==> src/rtl/imem_pkg.sv <==
// -----------------------------------------------------------------------------
// imem_pkg
//   Shared types and constants for the instruction-memory loader.
//
//   loader_state_t  : loader FSM state encoding
//   BYTES_PER_WORD  : bytes packed into one MIPS instruction word
//   IMEM_ADDR_W     : default word-index width of the instruction memory
// -----------------------------------------------------------------------------
package imem_pkg;

  localparam int BYTES_PER_WORD = 4;
  localparam int IMEM_ADDR_W    = 8;

  typedef enum logic [1:0] {
    IDLE  = 2'd0,
    RECV  = 2'd1,
    WRITE = 2'd2,
    DONE  = 2'd3
  } loader_state_t;

  // Clamp a requested word count to the memory capacity (2**addr_w words).
  function automatic int unsigned clamp_count(input int unsigned req,
                                              input int unsigned addr_w);
    int unsigned cap;
    cap = 32'd1 << addr_w;
    return (req > cap) ? cap : req;
  endfunction

endpackage

==> src/rtl/imem_word_packer.sv <==
// -----------------------------------------------------------------------------
// imem_word_packer
//   Packs a byte stream big-endian into 32-bit words. The first byte of a word
//   ends up in word_out[31:24] once four bytes have been shifted in.
//
//   clk        in   system clock
//   rst_n      in   synchronous active-low reset (clears counter and word)
//   clr        in   discard any partial word (byte counter back to 0)
//   load       in   accept byte_in this cycle
//   byte_in    in   [7:0]  incoming byte
//   word_out   out  [31:0] shift register contents (registered)
//   word_full  out  the byte accepted this cycle completes a word
// -----------------------------------------------------------------------------
module imem_word_packer
  import imem_pkg::*;
(
  input  logic        clk,
  input  logic        rst_n,
  input  logic        clr,
  input  logic        load,
  input  logic [7:0]  byte_in,
  output logic [31:0] word_out,
  output logic        word_full
);

  localparam logic [1:0] LAST_BYTE = 2'(BYTES_PER_WORD - 1);

  logic [1:0]  byte_cnt_q, byte_cnt_d;
  logic [31:0] shift_q,    shift_d;

  always_comb begin
    byte_cnt_d = byte_cnt_q;
    shift_d    = shift_q;
    if (clr) begin
      // The shift register is left alone; only the byte position matters
      // for realigning the next word.
      byte_cnt_d = 2'd0;
    end else if (load) begin
      shift_d    = {shift_q[23:0], byte_in};
      byte_cnt_d = byte_cnt_q + 2'd1;
    end
  end

  always_ff @(posedge clk) begin
    if (!rst_n) begin
      byte_cnt_q <= 2'd0;
      shift_q    <= 32'd0;
    end else begin
      byte_cnt_q <= byte_cnt_d;
      shift_q    <= shift_d;
    end
  end

  assign word_out  = shift_q;
  assign word_full = load && !clr && (byte_cnt_q == LAST_BYTE);

endmodule

==> src/rtl/imem_loader.sv <==
// -----------------------------------------------------------------------------
// imem_loader
//   Receives a program as a byte stream, packs it big-endian into 32-bit words
//   and writes them to consecutive word addresses starting at 0. Keeps the CPU
//   in reset until the whole program has been written.
//
//   clk         in   system clock
//   rst_n       in   synchronous active-low reset
//   start       in   begin a load (ignored while busy)
//   word_count  in   [ADDR_W:0] words to load, sampled on accepted start
//   abort       in   cancel a load in progress
//   byte_valid  in   byte_data is valid
//   byte_data   in   [7:0] program byte, first byte = instr[31:24]
//   byte_ready  out  a byte is accepted this cycle
//   wr_en       out  one-cycle memory write strobe
//   wr_addr     out  [31:0] byte address of the word being written
//   wr_data     out  [31:0] packed instruction word
//   busy        out  load in progress
//   done        out  load finished, held until next start or reset
//   cpu_rst_n   out  0 holds the CPU in reset; equals done
//
//   state | meaning
//   ------+--------------------------------------------------------------
//   IDLE  | after reset or abort; waiting for start
//   RECV  | accepting bytes into the packer
//   WRITE | single cycle with wr_en asserted for the packed word
//   DONE  | all words written; CPU released; waiting for a new start
// -----------------------------------------------------------------------------
module imem_loader
  import imem_pkg::*;
#(
  parameter int ADDR_W = IMEM_ADDR_W
) (
  input  logic              clk,
  input  logic              rst_n,
  input  logic              start,
  input  logic [ADDR_W:0]   word_count,
  input  logic              abort,
  input  logic              byte_valid,
  input  logic [7:0]        byte_data,
  output logic              byte_ready,
  output logic              wr_en,
  output logic [31:0]       wr_addr,
  output logic [31:0]       wr_data,
  output logic              busy,
  output logic              done,
  output logic              cpu_rst_n
);

  localparam logic [ADDR_W:0] CAPACITY =
    (ADDR_W+1)'(clamp_count(32'hFFFF_FFFF, ADDR_W));

  loader_state_t     state_q,    state_d;
  logic [ADDR_W:0]   count_q,    count_d;
  logic [ADDR_W:0]   word_idx_q, word_idx_d;
  logic              wr_en_q,    wr_en_d;
  logic [31:0]       wr_addr_q,  wr_addr_d;
  logic              busy_q,     busy_d;
  logic              done_q,     done_d;

  logic              pk_clr;
  logic              pk_load;
  logic              pk_full;
  logic [31:0]       pk_word;
  logic [ADDR_W:0]   idx_inc;
  logic [ADDR_W:0]   count_req;

  imem_word_packer u_packer (
    .clk       (clk),
    .rst_n     (rst_n),
    .clr       (pk_clr),
    .load      (pk_load),
    .byte_in   (byte_data),
    .word_out  (pk_word),
    .word_full (pk_full)
  );

  assign idx_inc   = word_idx_q + (ADDR_W+1)'(1);
  assign count_req = (word_count > CAPACITY) ? CAPACITY : word_count;

  // An abort in the same cycle would discard the byte, so the handshake is
  // withheld rather than silently dropping it.
  assign byte_ready = (state_q == RECV) && !abort;

  always_comb begin
    state_d    = state_q;
    count_d    = count_q;
    word_idx_d = word_idx_q;
    pk_clr     = 1'b0;
    pk_load    = 1'b0;

    unique case (state_q)
      IDLE, DONE: begin
        if (start && !abort) begin
          count_d    = count_req;
          word_idx_d = '0;
          pk_clr     = 1'b1;
          state_d    = (count_req == '0) ? DONE : RECV;
        end
      end

      RECV: begin
        if (abort) begin
          pk_clr  = 1'b1;
          state_d = IDLE;
        end else if (byte_valid) begin
          pk_load = 1'b1;
          if (pk_full) state_d = WRITE;
        end
      end

      WRITE: begin
        if (abort) begin
          pk_clr  = 1'b1;
          state_d = IDLE;
        end else begin
          word_idx_d = idx_inc;
          state_d    = (idx_inc == count_q) ? DONE : RECV;
        end
      end

      default: state_d = IDLE;
    endcase
  end

  // Registered outputs are derived from the next state so they line up with
  // the state they describe.
  always_comb begin
    wr_en_d   = (state_d == WRITE);
    busy_d    = (state_d == RECV) || (state_d == WRITE);
    done_d    = (state_d == DONE);
    wr_addr_d = wr_addr_q;
    if (state_d == WRITE) begin
      wr_addr_d = {{(30-ADDR_W){1'b0}}, word_idx_q[ADDR_W-1:0], 2'b00};
    end
  end

  always_ff @(posedge clk) begin
    if (!rst_n) begin
      state_q    <= IDLE;
      count_q    <= '0;
      word_idx_q <= '0;
      wr_en_q    <= 1'b0;
      wr_addr_q  <= 32'd0;
      busy_q     <= 1'b0;
      done_q     <= 1'b0;
    end else begin
      state_q    <= state_d;
      count_q    <= count_d;
      word_idx_q <= word_idx_d;
      wr_en_q    <= wr_en_d;
      wr_addr_q  <= wr_addr_d;
      busy_q     <= busy_d;
      done_q     <= done_d;
    end
  end

  assign wr_en     = wr_en_q;
  assign wr_addr   = wr_addr_q;
  assign wr_data   = pk_word;
  assign busy      = busy_q;
  assign done      = done_q;
  assign cpu_rst_n = done_q;

endmodule

==> config.mk <==
export PLATFORM = sky130hd
export DESIGN_NAME = imem_loader
export DESIGN_NICKNAME = d
export VERILOG_FILES = /design/src/rtl/imem_pkg.sv /design/src/rtl/imem_word_packer.sv /design/src/rtl/imem_loader.sv
export SDC_FILE = /design/constraint.sdc
export NUM_CORES = 1
export LEC_CHECK = 0
export ABC_AREA = 1
export CAP_MARGIN = 20
export CORE_UTILIZATION = 60
export CTS_CLUSTER_SIZE = 12
export DETAILED_ROUTE_END_ITERATION = 8
export DONT_BUFFER_PORTS = 1
export GPL_ROUTABILITY_DRIVEN = 0
export MAX_ROUTING_LAYER = met4
export PLACE_DENSITY = 0.76
export SLEW_MARGIN = 5
export SYNTH_ARGS = -nofsm -noshare
export SYNTH_HDL_FRONTEND = slang
export SYNTH_SLANG_ARGS = --single-unit
==> constraint.sdc <==
create_clock -name clk -period 6 [get_ports clk]
set_input_delay 1.2 -clock clk [delete_from_list [all_inputs] [get_ports clk]]
set_output_delay 1.2 -clock clk [all_outputs]
set_load 0.02 [all_outputs]
==> out/metrics.csv <==
metric,value,unit
fin_total_pwr,0.00116,W
maxCapViolCount,0,
cts.htree.levels,3,
hold_depth,2,
synth_top_family_by_area,simple AND/OR/NAND/NOR gates,
reg2reg_depth,14,
via_count,2548,
ctsResizeCount,0,
dp_worst_setup_slack,1.93,ns
startpoint_type,primary input,
period_minus_slack,3.09,ns
dp_hpwl,4.22,mm
row_count,25,
port_buffers,0,
arrival,3.36,ns
area_growth,4.71,%
met1_length,2.95,mm
drv_slew,0,
drt_wl_total,6.05,mm
clk_pin_slew,0.07,ns
multi_input_comb_area,1410,µm²
synthTopCellsByArea,"dfxtp_1, nor2_1, nand2_1",
hold_viol,0,
grt_use_total,0.261,
dieWidth,72.7,µm
synth_xor_area_frac,0.00292,
crit_path_end_kind,flop,
status,"finished, final reports clean",
fmax,324,MHz
grt_max_degree,45,
die_y,72.7,µm
synthSimpleGateAreaFrac,0.278,
antenna_found_initial,0,
wl_met3,417,µm
grt_pass1_vias,2274,
holdWs,0.472,ns
rsz0062_at_grt,false,
core,4750,µm²
cts-root-buf,clkbuf_8,
synth_flop_cell,dfxtp_1,
detail_route.iter0.violations,227,
p_leak,1.45,nW
synth-compound-area-share,0.129,
start_util,0.632,
synthAdderAreaFrac,0.0292,
cp_max_fo,15,
hold_buffers,0,
route.detailed.drc,0,
drtPass1Iterations,4,
dieArea,5290,µm²
skew,0.00662,ns
hp-class,flop to flop,
tightest_slew,0.712,ns
tritoncts,done,
grt_pass1_wl,10.3,mm
syn_area,3000,µm²
critPathKind,primary input to flop,
setup_viol,0,
fin_util,0.661,
yosysUniqueCellTypes,30,
crit_required,6.27,ns
final_antenna_net_count,0,
ys_seq_area_frac,0.433,
period_share,0.514,
ys_ff_latch,65,
routed.top_layer,met4,
cts_buffer_depth,2,
pin_count,91,
timing.final.ws_setup,2.91,ns
synth.yosys.warnings,0,
synth_edf_count,0,
wl_met2,2.58,mm
yosys.area.top_type,dfxtp_1,
synthCells,421,
async_flop_share,0,
fillers,428,
avgSynthCellArea,7.13,µm²
regArea,1300,µm²
grt_overflow,0,
cts_made_buffers,9,
post_drt_wl_per_cell,12.4,µm
clock_sinks,65,
diodes,0,
slew-limit-headroom,0.525,
netlist.area_leader.share,0.433,
synth.most_common_cell,nor2_1,
muxShareOfSynthArea,0,
vdd_drop_max,0.000191,V
insertion_delay,0.34,ns
viasPerCell,5.23,
netlist_top_cells_count,"nor2_1, nand2_1, dfxtp_1, o21ai_0, inv_1",
timing.setup.tns,0,ns
nets,445,
post-cts-setup-buffer-count,0,
drive_gt1_frac,0.0762,
powerDensity,370,nW/µm²
==> path summary, 6_finish.rpt <==
path | startpoint | to | slack [ns]
setup / recovery | start | wr_addr[8]$_SDFFE_PN0N_ | 2.91
hold / removal | u_packer.byte_cnt_q[1]$_SDFFE_PP0N_ | u_packer.byte_cnt_q[1]$_SDFFE_PP0N_ | 0.47
setup reg to reg | state_q[0]$_SDFF_PN0_ | wr_addr[8]$_SDFFE_PN0N_ | 3.07
hold reg to reg | u_packer.byte_cnt_q[1]$_SDFFE_PP0N_ | u_packer.byte_cnt_q[1]$_SDFFE_PP0N_ | 0.47
==> layout by cell type, fill, tap and decap left out, types with 2 or more instances in the layout <==
cell,count
ha_1,7
nand2_1,69
a22oi_1,2
or2_2,2
nand2_2,4
a21oi_1,23
inv_2,5
nand3_1,23
nor2_2,3
nand4_1,3
bufinv_16,2
nor2_4,2
dfxtp_1,65
nor2_1,89
conb_1,24
inv_1,29
clkbuf_8,9
o21ai_0,44
==> cells by family after synthesis <==
logic type / Yosys count
AND/OR/NAND/NOR: 199
AO/OA/AOI/OAI: 74
buffers and inverters: 74
flip-flops: 65
adder cells (fa/ha/maj): 7
XOR/XNOR: 1
other: 1
==> worst max-delay path, cell delays in order <==
cell,delay (ns)
inv_1,0.08
nor2_2,0.06
nand2_1,0.28
o21ai_0,0.20
nor2_2,0.28
nand2_1,0.12
nand2_1,0.08
a21oi_1,0.06
nand2_1,0.08
nand2_2,0.06
inv_1,0.09
ha_1,0.43
o21ai_0,0.18
a21oi_1,0.15
==> routing by layer <==
| layer | track usage | vias up |
|---|---|---|
| li1 | - | 1294 |
| met1 | 0.334 | 1152 |
| met2 | 0.385 | 90 |
| met3 | 0.0829 | 12 |
| met4 | 0.102 | 0 |
| met5 | - | - |
==> sequential cells by signal, indices dropped and copies added, names as in the netlist, 2 cells and up <==
signal and cells:
count_q 9, state_q 2, u_packer.byte_cnt_q 2, u_packer.word_out 32
word_idx_q 9, wr_addr 8
==> final cells by class <==
| cell class | count | share of cell area |
|---|---|---|
| clock buffer | 10 | 0.0406 |
| clock inverter | 5 | 0.0259 |
| inverter | 34 | 0.0406 |
| multi-input combinational | 305 | 0.448 |
| sequential | 65 | 0.414 |
| tap | 67 | 0.0267 |
| timing repair buffer | 1 | 0.00478 |
==> through the flow <==
stage                     std cells  instance area (µm²)
after floorplan                 444                 3090
after global placement          471                 2920
after detailed placement        471                 2920
after CTS                       486                 3130
after global routing            487                 3140
final                           487                 3140
==> power by group <==
part           total, W  switching, W  internal [W]
combinational  0.000217      0.000149     0.0000682
clock          0.000398      0.000166      0.000232
sequential     0.000548     0.0000720      0.000476
total           0.00116      0.000387      0.000775
Note: power is estimated with default switching activity, not from simulation.
